### src/rtl/snoop_bus_arbiter_pkg.sv
// Shared types for the snooping bus: bus and crossbar messages, arbiter
// state encoding, CPU index type and small helpers used by the arbiter.
package snoop_bus_arbiter_pkg;

   localparam int NUM_CPUS  = 4;
   localparam int CPU_IDX_W = (NUM_CPUS > 1) ? $clog2(NUM_CPUS) : 1;
   localparam int ADDR_W    = 8;

   typedef logic [CPU_IDX_W-1:0] cpu_idx_t;

   typedef enum logic [1:0] {
      BusGetS = 2'd0,
      BusGetM = 2'd1,
      BusUpg  = 2'd2,
      BusInv  = 2'd3
   } bus_tx_t;

   typedef struct packed {
      logic              valid;
      bus_tx_t           bus_tx;
      cpu_idx_t          source;
      logic [ADDR_W-1:0] addr;
   } bus_msg_t;

   typedef struct packed {
      logic              valid;
      logic              writeback;
      cpu_idx_t          destination;
      logic [ADDR_W-1:0] addr;
   } xbar_msg_t;

   typedef enum logic [1:0] {
      IDLE  = 2'd0,
      BCAST = 2'd1,
      WAIT  = 2'd2
   } arb_state_t;

   // Only GetS/GetM pull data across the crossbar; upgrades and
   // invalidates finish as soon as they have been broadcast.
   function automatic logic needs_data(input bus_tx_t tx);
      return (tx == BusGetS) || (tx == BusGetM);
   endfunction

   function automatic logic [NUM_CPUS-1:0] cpu_onehot(input cpu_idx_t idx);
      logic [NUM_CPUS-1:0] vec;
      vec      = '0;
      vec[idx] = 1'b1;
      return vec;
   endfunction

   function automatic cpu_idx_t next_cpu(input cpu_idx_t idx);
      if (idx == cpu_idx_t'(NUM_CPUS - 1)) begin
         return '0;
      end else begin
         return idx + cpu_idx_t'(1);
      end
   endfunction

endpackage

### src/rtl/snoop_bus_arbiter_rr_picker.sv
// Combinational round-robin picker: returns the first set bit of 'valid'
// scanning ptr, ptr+1, ... modulo N. Generic so the crossbar can reuse it.
module snoop_bus_arbiter_rr_picker #(
   parameter int N     = 4,
   parameter int IDX_W = 2
) (
   input  logic [N-1:0]     valid,
   input  logic [IDX_W-1:0] ptr,
   output logic             found,
   output logic [IDX_W-1:0] idx
);

   logic             found_s;
   logic [IDX_W-1:0] idx_s;
   int               sum_s;

   // Scan from the pointer with wrap-around and keep the first hit.
   always_comb begin
      found_s = 1'b0;
      idx_s   = '0;
      sum_s   = 0;
      for (int k = 0; k < N; k++) begin
         sum_s = int'(ptr) + k;
         if (sum_s >= N) begin
            sum_s = sum_s - N;
         end else begin
            sum_s = sum_s;
         end
         if (!found_s && valid[sum_s[IDX_W-1:0]]) begin
            found_s = 1'b1;
            idx_s   = sum_s[IDX_W-1:0];
         end else begin
            found_s = found_s;
         end
      end
   end

   assign found = found_s;
   assign idx   = idx_s;

endmodule

### src/rtl/snoop_bus_arbiter.sv
// Round-robin arbiter/sequencer for the shared snooping bus. One coherence
// transaction is outstanding at a time: IDLE picks a requester, BCAST drives
// its message for one cycle, WAIT holds the bus until the data response for
// that transaction shows up on the crossbar.
// Optional build macro SNOOP_BUS_WDOG_EN bounds WAIT to WDOG_CYCLES cycles
// and reports an abort on wdog_err; without it WAIT is unbounded.
module snoop_bus_arbiter
   import snoop_bus_arbiter_pkg::*;
#(
   parameter int WDOG_CYCLES = 64
) (
   input  logic                clk,
   input  logic                rst,
   input  bus_msg_t            bus_req [NUM_CPUS],
   output logic [NUM_CPUS-1:0] bus_gnt,
   output bus_msg_t            bus_msg,
   input  xbar_msg_t           xbar_resp,
   output logic                bus_busy,
   output logic                wdog_err
);

   arb_state_t          state_r;
   cpu_idx_t            rr_ptr_r;
   cpu_idx_t            owner_r;
   bus_tx_t             lat_tx_r;
   logic [ADDR_W-1:0]   lat_addr_r;
   bus_msg_t            bus_msg_r;
   logic [NUM_CPUS-1:0] bus_gnt_r;
   logic                bus_busy_r;
   logic                wdog_err_r;

   logic [NUM_CPUS-1:0] req_valid_s;
   logic                found_s;
   cpu_idx_t            pick_idx_s;
   bus_msg_t            sel_msg_s;
   logic                match_s;
   logic                wdog_hit_s;

   // Gather the per-CPU valid bits for the picker.
   always_comb begin
      req_valid_s = '0;
      for (int i = 0; i < NUM_CPUS; i++) begin
         req_valid_s[i] = bus_req[i].valid;
      end
   end

   snoop_bus_arbiter_rr_picker #(
      .N     (NUM_CPUS),
      .IDX_W (CPU_IDX_W)
   ) u_rr_picker (
      .valid (req_valid_s),
      .ptr   (rr_ptr_r),
      .found (found_s),
      .idx   (pick_idx_s)
   );

   // Message to broadcast for the picked requester; the source field is
   // forced to the winning index so snoopers never trust the requester.
   always_comb begin
      sel_msg_s        = bus_req[pick_idx_s];
      sel_msg_s.source = pick_idx_s;
      sel_msg_s.valid  = 1'b1;
   end

   // A data delivery to the owner for the owned address completes the
   // transaction; writebacks to the same line are unrelated traffic.
   always_comb begin
      match_s = xbar_resp.valid && !xbar_resp.writeback &&
                (xbar_resp.destination == owner_r) &&
                (xbar_resp.addr == lat_addr_r);
   end

`ifdef SNOOP_BUS_WDOG_EN
   localparam int WDOG_W = $clog2(WDOG_CYCLES + 1);

   logic [WDOG_W-1:0] wdog_cnt_r;

   assign wdog_hit_s = (state_r == WAIT) &&
                       (wdog_cnt_r == WDOG_W'(WDOG_CYCLES - 1));

   // Count WAIT cycles; restart for every new broadcast and after an abort.
   always_ff @(posedge clk or negedge rst) begin
      if (!rst) begin
         wdog_cnt_r <= '0;
      end else if ((state_r == IDLE) && found_s) begin
         wdog_cnt_r <= '0;
      end else if (state_r == WAIT) begin
         if (wdog_hit_s) begin
            wdog_cnt_r <= '0;
         end else begin
            wdog_cnt_r <= wdog_cnt_r + WDOG_W'(1);
         end
      end else begin
         wdog_cnt_r <= wdog_cnt_r;
      end
   end
`else
   // WAIT never times out; any legal (positive) limit folds this to 0.
   assign wdog_hit_s = (WDOG_CYCLES < 0);
`endif

   // Bus sequencer FSM with registered grant, message, busy and abort outputs.
   always_ff @(posedge clk or negedge rst) begin
      if (!rst) begin
         state_r    <= IDLE;
         rr_ptr_r   <= '0;
         owner_r    <= '0;
         lat_tx_r   <= BusGetS;
         lat_addr_r <= '0;
         bus_msg_r  <= '0;
         bus_gnt_r  <= '0;
         bus_busy_r <= 1'b0;
         wdog_err_r <= 1'b0;
      end else begin
         bus_gnt_r  <= '0;
         bus_msg_r  <= '0;
         wdog_err_r <= 1'b0;
         case (state_r)
            IDLE: begin
               if (found_s) begin
                  owner_r    <= pick_idx_s;
                  lat_tx_r   <= sel_msg_s.bus_tx;
                  lat_addr_r <= sel_msg_s.addr;
                  bus_msg_r  <= sel_msg_s;
                  bus_gnt_r  <= cpu_onehot(pick_idx_s);
                  bus_busy_r <= 1'b1;
                  state_r    <= BCAST;
               end else begin
                  bus_busy_r <= 1'b0;
                  state_r    <= IDLE;
               end
            end
            BCAST: begin
               rr_ptr_r <= next_cpu(owner_r);
               if (!needs_data(lat_tx_r) || match_s) begin
                  bus_busy_r <= 1'b0;
                  state_r    <= IDLE;
               end else begin
                  bus_busy_r <= 1'b1;
                  state_r    <= WAIT;
               end
            end
            WAIT: begin
               if (match_s) begin
                  bus_busy_r <= 1'b0;
                  state_r    <= IDLE;
               end else if (wdog_hit_s) begin
                  bus_busy_r <= 1'b0;
                  wdog_err_r <= 1'b1;
                  state_r    <= IDLE;
               end else begin
                  bus_busy_r <= 1'b1;
                  state_r    <= WAIT;
               end
            end
            default: begin
               bus_busy_r <= 1'b0;
               state_r    <= IDLE;
            end
         endcase
      end
   end

   assign bus_gnt  = bus_gnt_r;
   assign bus_msg  = bus_msg_r;
   assign bus_busy = bus_busy_r;
   assign wdog_err = wdog_err_r;

endmodule

### config.mk
export PLATFORM = sky130hd
export DESIGN_NAME = snoop_bus_arbiter
export DESIGN_NICKNAME = d
export VERILOG_FILES = /design/src/rtl/snoop_bus_arbiter_pkg.sv /design/src/rtl/snoop_bus_arbiter_rr_picker.sv /design/src/rtl/snoop_bus_arbiter.sv
export SDC_FILE = /design/constraint.sdc
export NUM_CORES = 1
export LEC_CHECK = 0
export CAP_MARGIN = 20
export CORE_MARGIN = 4
export CORE_UTILIZATION = 40
export DETAILED_ROUTE_END_ITERATION = 8
export GPL_TIMING_DRIVEN = 1
export PLACE_DENSITY = 0.8
export SYNTH_ARGS = -nofsm -noshare
export SYNTH_HDL_FRONTEND = slang
export SYNTH_SLANG_ARGS = --single-unit
### constraint.sdc
create_clock -name clk -period 2.3 [get_ports clk]
set_input_delay 0.575 -clock clk [delete_from_list [all_inputs] [get_ports clk]]
set_output_delay 0.575 -clock clk [all_outputs]
set_load 0.05 [all_outputs]
==> qor.txt <==
status: finished, final reports clean
Worst-path clk slew: 0.06 ns
Main synth FF type: dfrtp_1
FF+latch count, synth: 32
core area: 0.00403 sq mm
max_cap viols: 0
Crit Path Category: in2reg
via count: 1420
power per cell area: 1310 mW/mm^2
Post-synth EDFFs: 0
grt ovf: 0
register area share after synthesis: 48.0%
reg-to-reg startpoint: rr_ptr_r[0]
drt first pass iters: 4
DRC: 0
Comb pwr share: 59.6%
internal power: 0.00192 W
post-layout min period: 2.15 ns
Achievable Freq: 0.465 GHz
Leakage Power: 1.15 nW
Final Setup Violations: 0
maximum fanout along the worst path: 21
cell row count: 23
sequential share of power: 28.9%
layout cells sized above 1: 15.2%
IO Count: 85
Clock Skew: 0.00554 ns
die width: 72.6 microns
gr usage total: 15.6%
Reg2Reg Depth: 5
crit path from: bus_req[51]
CP startpoint kind: input port
worst slew pin tran: 0.515 ns
Post-Syn Nets: 213
Post-Route Utilization: 64.9%
clock tree buffer depth: 2
first-pass GRT wire length: 6.23 mm
placed inst area: 0.00253 sq mm
wire per inst: 14.4 microns
root buffer cell: clkbuf_8
Clk Latency, worst-skew pair: 0.28 ns
CP arrival: 2.30 ns
initial DRC count: 67
Die Footprint: 0.00527 sq mm
VDD IR-drop max: 706 uV
R2R setup slack: 0.46 ns
Final Max Tran Viols: 0
Clk network pwr share: 11.5%
synth unique cells: 31
Diodes inserted: 0
Max H-tree Level: 2
starting density of the core: 41.4%
unrepaired setup endpoints after global routing: no
Synth Warn #: 0
pin count of the biggest net entering global routing: 33
# clock sinks: 32
Syn-to-layout area delta: 56.7%
Fin. Hold Viols: 0
final instance area: 0.00262 sq mm
drt total wl: 4.06 mm
Critical Path RT: 2.44 ns
mapped cell area: 0.00167 sq mm
Worst setup EP type: flip-flop
switching power: 0.00149 W
Vias/cell: 5.05
gpl congestion: 0.752
NumNets Final: 298
Syn Inst Count: 146
CTS buffer count: 5
relative slew slack: 65.6%
RR Endpoint: lat_addr_r[5]
Avg Inst Size Synth: 11.4 sq um
CTS tree: yes
Fin Hold WS: 0.505 ns
Detail Route Antenna Nets: 0
ys async rst share: 100%
Critical Path End: lat_addr_r[5]
hold buffer count at CTS: 0
fin crit share: 93.5%
final worst slack: 0.150 ns
Pwr Total: 0.00341 W
switching fraction of total power: 43.7%
initial antenna violation count: 0
PortBufs: 75
placed wire-length estimate: 3.23 mm
chip height: 72.6 microns
worst hold-check path type: reg2reg
vias in the first global route: 1334
fill cell count: 338
pre-CTS setup slack: -0.151 ns
## through the flow
| step | cells | TNS (ns) |
|---|---|---|
| global placement | 274 | -1.92 |
| CTS | 281 | 0 |
| finish | 281 | 0 |
| global route | 281 | 0 |
| detailed placement | 274 | -2.65 |
| floorplan | 146 | 0 |
## routing by layer
layer	global-route usage [%]	part of all wire, %	up-vias
met5	0	0	-
met4	6.56	1.7	0
met3	5.23	9.2	7
met2	25.4	50	60
met1	19.0	39	662
li1	-	-	691
## registers in the layout, indices dropped and copies added (netlist names)
signal      flops
bus_busy        1
lat_addr_r      8
bus_gnt         4
state_r         2
owner_r         2
lat_tx_r        1
rr_ptr_r        2
bus_msg        12
## power groups by stage
stage	clock, W	sequential, W	combinational [W]
floorplan	0	0.00144	0.000924
global placement	0	0.000977	0.00202
detailed placement	0	0.000996	0.00204
CTS	0.000407	0.000987	0.00205
global route	0.000433	0.00102	0.00218
finish	0.000394	0.000986	0.00203
## cell usage after synthesis, types with 2 or more instances
cell type | count | area share, %
nand4_1 | 2 | 0.75
inv_1 | 5 | 1.1
nand2_1 | 15 | 3.4
buf_2 | 2 | 0.60
or3_1 | 3 | 1.1
o22ai_1 | 10 | 3.7
o221ai_2 | 8 | 7.2
buf_4 | 4 | 1.8
nor2b_1 | 5 | 1.9
o21ai_0 | 3 | 0.90
mux2_2 | 2 | 1.3
nand2b_1 | 4 | 1.5
buf_6 | 2 | 1.3
a21oi_1 | 2 | 0.60
xnor2_1 | 10 | 5.2
or2_2 | 2 | 0.75
mux2i_1 | 20 | 12
o221ai_1 | 2 | 1.0
clkbuf_1 | 2 | 0.45
dfrtp_1 | 32 | 48
## layout make-up
type / count / area, sq um / share of cell area [%]
multi-input combinational: 98 / 774 / 29.6
timing repair buffer: 89 / 881 / 33.7
inverter: 5 / 18.8 / 0.718
tap: 50 / 62.6 / 2.39
clock inverter: 1 / 5.00 / 0.191
sequential: 32 / 801 / 30.6
clock buffer: 6 / 72.6 / 2.78
## layout by cell type (no fill, tap or decap), types with 3 or more instances in the layout
cell and instances:
nand2b_1 4, clkbuf_8 5, or3_1 3, o221ai_2 8
o22ai_1 10, clkdlybuf4s50_1 75, inv_1 5, nand2_1 15
dfrtp_1 32, buf_4 12, nor2b_1 5, xnor2_1 10
mux2i_1 20
## worst min path at each step
stage                          to  depth (start not counted)  slack, ns     startpoint
floorplan                bus_busy                          0       0.28            rst
global placement      lat_tx_r[1]                          2       0.48    lat_tx_r[1]
detailed placement    lat_tx_r[1]                          2       0.50    lat_tx_r[1]
CTS                   lat_tx_r[1]                          2       0.51    lat_tx_r[1]
global route        lat_addr_r[3]                          2       0.53  lat_addr_r[3]
finish                lat_tx_r[1]                          2       0.50    lat_tx_r[1]
## worst max-delay path, stage by stage
cell	delay [ns]
clkdlybuf4s50_1	0.47
or3b_2	0.47
o221ai_2	0.10
buf_12	0.22
mux2i_1	0.32
o221ai_2	0.13
## what timing repair did
action | CTS | global route
gates resized for setup | 0 | 1
hold endpoints to repair | 0 | 0
setup endpoints to repair | 0 | 2
setup buffers | 0 | 0
## cell families (layout without fill, tap and decap cells)
family,after synthesis,count (layout),share of synthesized area (%)
xor+xnor,10,10,5.25
flops,32,32,48.0
buf+inv,16,101,6.22
mux,22,22,13.3
other cells,1,1,0.225
compound gates,29,29,15.4
simple gates,35,35,10.8
fa+ha+maj,1,1,0.750
No activity file was read; power rests on OpenSTA's default activity.
